**src/rtl/fifo_sync_param.sv**
```systemverilog
// Single-clock FIFO with 2**FIFO_DEPTH entries, registered read data and level flags.
// Define FIFO_SYNC_PARAM_ERR_FLAGS_EN to add sticky overflow/underflow flags with err_clear.
module fifo_sync_param #(
    parameter int DATA_WIDTH = 8,
    parameter int FIFO_DEPTH = 5,
    parameter int AF_LEVEL   = 28,
    parameter int AE_LEVEL   = 4
) (
    input  logic                  clock,
    input  logic                  reset_n,
    input  logic [DATA_WIDTH-1:0] data_in,
    input  logic                  write_en,
    output logic                  fifo_full,
    output logic [DATA_WIDTH-1:0] data_out,
    input  logic                  read_en,
    output logic                  fifo_empty,
    output logic                  almost_full,
    output logic                  almost_empty,
    output logic [FIFO_DEPTH:0]   fill_count
`ifdef FIFO_SYNC_PARAM_ERR_FLAGS_EN
    ,
    input  logic                  err_clear,
    output logic                  overflow,
    output logic                  underflow
`endif
);

    localparam int N = 1 << FIFO_DEPTH;
    localparam logic [FIFO_DEPTH:0] FULL_CNT = N[FIFO_DEPTH:0];
    localparam logic [FIFO_DEPTH:0] AF_CNT   = AF_LEVEL[FIFO_DEPTH:0];
    localparam logic [FIFO_DEPTH:0] AE_CNT   = AE_LEVEL[FIFO_DEPTH:0];
    localparam logic [FIFO_DEPTH:0] ONE      = {{FIFO_DEPTH{1'b0}}, 1'b1};

    generate
        if (!(AE_LEVEL >= 1 && AE_LEVEL < AF_LEVEL && AF_LEVEL <= N)) begin : g_bad_levels
            $error("fifo_sync_param: require 1 <= AE_LEVEL < AF_LEVEL <= 2**FIFO_DEPTH");
        end
    endgenerate

    logic [DATA_WIDTH-1:0] mem_q [0:N-1];
    logic [FIFO_DEPTH:0]   wr_ptr_q, wr_ptr_d;
    logic [FIFO_DEPTH:0]   rd_ptr_q, rd_ptr_d;
    logic [FIFO_DEPTH:0]   fill_q, fill_d;
    logic [DATA_WIDTH-1:0] data_out_q, data_out_d;
    logic                  wr_acc, rd_acc;

    // Handshake: write_en/read_en are requests sampled on the rising edge; a request is
    // accepted only if the registered full/empty flag allows it, otherwise it has no effect.
    assign fifo_full    = (fill_q == FULL_CNT);
    assign fifo_empty   = (fill_q == '0);
    assign almost_full  = (fill_q >= AF_CNT);
    assign almost_empty = (fill_q <= AE_CNT);
    assign fill_count   = fill_q;
    assign data_out     = data_out_q;

    assign wr_acc = write_en & ~fifo_full;
    assign rd_acc = read_en & ~fifo_empty;

    always_comb begin
        wr_ptr_d   = wr_ptr_q;
        rd_ptr_d   = rd_ptr_q;
        fill_d     = fill_q;
        data_out_d = data_out_q;
        if (wr_acc) wr_ptr_d = wr_ptr_q + ONE;
        if (rd_acc) begin
            rd_ptr_d   = rd_ptr_q + ONE;
            data_out_d = mem_q[rd_ptr_q[FIFO_DEPTH-1:0]];
        end
        if (wr_acc && !rd_acc) fill_d = fill_q + ONE;
        else if (rd_acc && !wr_acc) fill_d = fill_q - ONE;
    end

    always_ff @(posedge clock or negedge reset_n) begin
        if (!reset_n) begin
            wr_ptr_q   <= '0;
            rd_ptr_q   <= '0;
            fill_q     <= '0;
            data_out_q <= '0;
        end else begin
            wr_ptr_q   <= wr_ptr_d;
            rd_ptr_q   <= rd_ptr_d;
            fill_q     <= fill_d;
            data_out_q <= data_out_d;
        end
    end

    // Storage is deliberately not reset; clearing the pointers discards its contents.
    always_ff @(posedge clock) begin
        if (wr_acc) mem_q[wr_ptr_q[FIFO_DEPTH-1:0]] <= data_in;
    end

`ifdef FIFO_SYNC_PARAM_ERR_FLAGS_EN
    logic overflow_q, overflow_d;
    logic underflow_q, underflow_d;

    // A rejection in the same cycle as err_clear keeps the flag set.
    assign overflow_d  = (write_en & fifo_full) | (overflow_q & ~err_clear);
    assign underflow_d = (read_en & fifo_empty) | (underflow_q & ~err_clear);
    assign overflow    = overflow_q;
    assign underflow   = underflow_q;

    always_ff @(posedge clock or negedge reset_n) begin
        if (!reset_n) begin
            overflow_q  <= 1'b0;
            underflow_q <= 1'b0;
        end else begin
            overflow_q  <= overflow_d;
            underflow_q <= underflow_d;
        end
    end
`endif

endmodule

```
**config.mk**
```make
export PLATFORM = sky130hd
export DESIGN_NAME = fifo_sync_param
export DESIGN_NICKNAME = d
export VERILOG_FILES = /design/src/rtl/fifo_sync_param.sv
export SDC_FILE = /design/constraint.sdc
export NUM_CORES = 1
export LEC_CHECK = 0
export CAP_MARGIN = 20
export CORE_MARGIN = 4
export CORE_UTILIZATION = 52
export DETAILED_ROUTE_END_ITERATION = 10
export PLACE_DENSITY_LB_ADDON = 0.08
export SLEW_MARGIN = 20
export SYNTH_ARGS = -nofsm -noshare
export SYNTH_HDL_FRONTEND = slang
export SYNTH_SLANG_ARGS = --single-unit
```
**constraint.sdc**
```tcl
create_clock -name clock -period 5.7 [get_ports clock]
set_clock_uncertainty 0.05 [all_clocks]
set_input_delay 1.14 -clock clock [delete_from_list [all_inputs] [get_ports clock]]
set_output_delay 1.14 -clock clock [all_outputs]
set_load 0.005 [all_outputs]
```
==> results.md <==
Worst setup path:
- The buffers plus inverters on the worst setup path is 2.
- The critical path goes through clkdlybuf4s50_1, nor2b_1, ha_1, inv_1, ha_1, a21o_1, a21oi_1, or4_1, nand4_1, xor2_1.
- The kind of end point of the critical path is a flop.
- The kind of cell with the highest combined delay along the critical path is simple AND/OR/NAND/NOR gates.
- The launching element type of the critical path is a primary input.
- The largest individual stage delay along the critical path comes from the cell sky130_fd_sc_hd__nor2b_1.
- Data on the critical path is required at its endpoint by 6.10 ns.
- The cell that appears most often on the critical path is sky130_fd_sc_hd__ha_1.
- The delay of the slowest cell on the worst path is 0.65 ns.
- The data arrival at the endpoint of the critical path is 4.02 ns.
- The biggest fanout along the worst timing path is 10.
- The critical path is of the primary input to flop type.

Cells and area:
- With fillers left out, the area of the finished cells amounts to 12500 um^2.
- The final antenna diode count is 0.
- The area added between synthesis and finish is 12.3%.
- The net total in the final layout is 643.
- The top cell types in the final layout, fill and taps aside, are 256 x sky130_fd_sc_hd__edfxtp_1, 60 x sky130_fd_sc_hd__nor2_1, 58 x sky130_fd_sc_hd__mux4_2.
- The fraction of final layout cells with drive strength greater than 1 is 19.3%.
- The leading cell type in the layout, fill and taps excluded is sky130_fd_sc_hd__edfxtp_1.

Clocking:
- TritonCTS built the clock tree.
- The root buffer cell chosen for the clock tree is sky130_fd_sc_hd__clkbuf_16.
- Gates resized during post-CTS repair numbered 0.
- For this design, the sink count on the clock tree is 280.
- For the worst-skew pair, the clock arrives at the later sink with an insertion delay of 0.54 ns.
- After clock tree synthesis, the setup repair step added 0 buffers.
- The maximum root-to-sink buffer count is 3.
- The total of hold buffers inserted after clock tree synthesis is 0.
- The number of buffers created by CTS is 28.
- The clock-pin slew on the worst setup and hold paths is 0.06 ns.
- CTS built an H-tree with a depth of 1.

GRT:
- The number of antenna violations at the first check in global routing is 0.
- The number of global-route vias before repair was 5532.
- Entering global routing, the biggest net connects 42 pins.
- The overflow left after global routing is 0.
- For this run, the total global-route usage over all layers was measured as 18.8%.
- The first global-routing pass estimated 34000 um of wire.

STA:
- The count of final hold-check violations was 0.
- The final count of negative-setup-slack endpoints is 0.
- The number of pins exceeding their max-slew limit in the final report was 0.
- The relative max-transition margin is 29.5%.
- At the pin with the least slew margin, the transition time is 1.06 ns.
- Static timing analysis puts the maximum clock frequency at 276 MHz.
- The worst path uses 63.5% of the clock period.
- The minimum clock period after layout is 3.62 ns.
- Adding up every negative setup slack in the final design gives 0 ns.
- Setup repair after global routing left no endpoint under its margin.

Pwr:
- Overall power consumption after layout is estimated at 6.17 mW.
- In this run the power density over the cells is 493 nW/um^2.
- The peak supply drop is 252 uV.
- The leakage power of the design is 4.05 nW.

Route:
- In the final routed layout, each cell accounts on average for 24.0 um.
- The number of DRC violations after detailed routing is 0.
- The detailed-route via count is 5480.
- For this block, the routed nets add up to 22000 um of wire.
- Dividing the detail-routed via count by the number of cells gives 5.98.
- The first-iteration detailed-routing DRC count is 517.
- The detail route stage leaves a number of antenna-violating nets equal to 0.
- For this run, the detailed router's first-pass iteration total came to 5.

Floorplanning:
- 30 I/O pins were placed.
- The floorplan has 53 rows.
- The die span in x is 154 um.
- For this configuration, the core starts out at a cell density of 52.9%.
- The total die area is 23900 um^2.
- The total area inside the core boundary comes to 21100 um^2.
- The y dimension of the die is 154 um.

Placed design:
- The HPWL after detailed placement is 13600 um.
- The final RePlAce weighted congestion is 0.813.
- During placement, the flow inserted port buffers numbering 29.
- The placed instances occupy a cell area of 11600 um^2.

Run status:
- The flow ran to the end, and the final reports show no timing, DRC or antenna violations.

Yosys:
- Summing the sequential cell areas from Yosys gives 74.3% of the chip area.
- Yosys printed 0 warnings.
- Counting every net in the synthesized netlist gives 610.
- Summing every instance area after synthesis gives 11200 um^2.
- Yosys mapped the design onto 40 distinct sky130hd cell types.
- Synthesis produced a netlist whose cell count is 587.
- A synthesized cell averages 19.0 um^2.
- The post-synthesis sequential element count is 280.

Hold path:
- The classification of the worst-slack hold path is flop to flop.

Flow run:
- The max-cap check violation count is 0.
==> cells in the mapped netlist <==
library cell	n	share of area (%)
sky130_fd_sc_hd__and2_1	3	0.17
sky130_fd_sc_hd__xor2_1	3	0.24
sky130_fd_sc_hd__a2bb2oi_1	7	0.55
sky130_fd_sc_hd__or3b_2	2	0.16
sky130_fd_sc_hd__nor2b_1	2	0.11
sky130_fd_sc_hd__nand2_1	17	0.57
sky130_fd_sc_hd__a2111oi_0	7	0.55
sky130_fd_sc_hd__buf_1	7	0.24
sky130_fd_sc_hd__a22oi_1	7	0.47
sky130_fd_sc_hd__mux2i_1	17	1.5
sky130_fd_sc_hd__o21ai_0	7	0.31
sky130_fd_sc_hd__a31o_2	1	0.079
sky130_fd_sc_hd__nand4_1	4	0.22
sky130_fd_sc_hd__a221oi_1	7	0.55
sky130_fd_sc_hd__nor2_1	60	2.0
sky130_fd_sc_hd__buf_2	11	0.49
sky130_fd_sc_hd__nand3_1	2	0.090
sky130_fd_sc_hd__or4_1	1	0.067
sky130_fd_sc_hd__and3_1	1	0.056
sky130_fd_sc_hd__nand3b_1	3	0.20
sky130_fd_sc_hd__a21boi_1	1	0.067
sky130_fd_sc_hd__a31oi_1	1	0.056
sky130_fd_sc_hd__xnor2_1	9	0.71
sky130_fd_sc_hd__nor4_1	2	0.11
sky130_fd_sc_hd__inv_1	5	0.17
sky130_fd_sc_hd__clkbuf_1	8	0.27
sky130_fd_sc_hd__fa_1	1	0.18
sky130_fd_sc_hd__ha_1	10	1.1
sky130_fd_sc_hd__buf_6	3	0.30
sky130_fd_sc_hd__mux4_2	58	12
sky130_fd_sc_hd__edfxtp_1	256	69
sky130_fd_sc_hd__buf_4	1	0.067
sky130_fd_sc_hd__mux2_2	8	0.81
sky130_fd_sc_hd__a21o_1	1	0.067
sky130_fd_sc_hd__nor3_1	17	0.76
sky130_fd_sc_hd__inv_2	1	0.034
sky130_fd_sc_hd__o22ai_1	1	0.056
sky130_fd_sc_hd__a21oi_1	9	0.40
sky130_fd_sc_hd__dfrtp_1	24	5.4
sky130_fd_sc_hd__or3_1	2	0.11
==> cell type report <==
type / instances / area [um^2]
Multi-Input combinational cell: 271 / 2690
Timing Repair Buffer: 33 / 280
Inverter: 6 / 22.5
Fill cell: 1574 / 8560
Clock buffer: 36 / 731
Clock inverter: 16 / 166
Sequential cell: 280 / 8290
Tap cell: 275 / 344
==> flip-flops by register name, indices dropped and copies added, names as in the netlist <==
name / count
data_out: 8
fill_count: 6
wr_ptr_q: 5
rd_ptr_q: 5
mem_q: 256
==> metrics by stage <==
step | hold slack (ns) | setup WS [ns] | util [%] | std cells
after floorplan | 0.465 | 2.49 | - | 587
after CTS | 0.500 | 2.14 | 59.5 | 917
after detailed placement | 0.487 | 1.60 | 55.2 | 865
after global routing | 0.528 | 1.91 | 59.4 | 917
after global placement | 0.486 | 1.75 | 55.3 | 865
final | 0.502 | 2.08 | 59.4 | 917
==> routing by layer <==
layer	GRT usage, %	routed length [um]
met1	29.1	9900
met2	28.4	10300
met3	3.41	1450
met4	4.58	412
met5	0	0
==> path summary, 6_finish.rpt <==
path | slack [ns] | startpoint | to | cells past startpoint
worst max-delay path | 2.08 | write_en | fill_count[5] | 10
worst min-delay path | 0.50 | fill_count[5] | fill_count[5] | 1
worst max register to register | 2.36 | fill_count[0] | fill_count[5] | 11
worst min register to register | 0.50 | fill_count[5] | fill_count[5] | 1
max in group asynchronous | 4.63 | reset_n | rd_ptr_q[0] | 1
min in group asynchronous | 0.54 | reset_n | fill_count[0] | 1
==> report_power, final <==
group	total (mW)	switching [mW]	internal [mW]	leakage (nW)
combinational	1.58	0.748	0.829	1.03
clock	1.78	0.741	1.04	0.435
sequential	2.81	0.358	2.45	2.58
total	6.17	1.85	4.32	4.05
==> worst register-to-register path: stages (launching register included) <==
cell                      delay (ns)
sky130_fd_sc_hd__dfrtp_1        0.47
sky130_fd_sc_hd__nor3_1         0.12
sky130_fd_sc_hd__and3_1         0.19
sky130_fd_sc_hd__nor2b_1        0.64
sky130_fd_sc_hd__ha_1           0.37
sky130_fd_sc_hd__inv_1          0.14
sky130_fd_sc_hd__ha_1           0.30
sky130_fd_sc_hd__a21o_1         0.11
sky130_fd_sc_hd__a21oi_1        0.10
sky130_fd_sc_hd__or4_1          0.48
sky130_fd_sc_hd__nand4_1        0.12
sky130_fd_sc_hd__xor2_1         0.15
==> kinds of logic (layout without fill, tap and decap cells) <==
kind of cell	after synthesis	in the layout	share of synthesized area, %
flops	280	280	74.3
fa+ha+maj	11	11	1.30
simple gates	116	116	4.66
buf+inv	36	91	1.57
compound gates	49	49	3.16
xor+xnor	12	12	0.943
mux	83	83	14.0
Note: power is estimated with default switching activity, not from simulation.
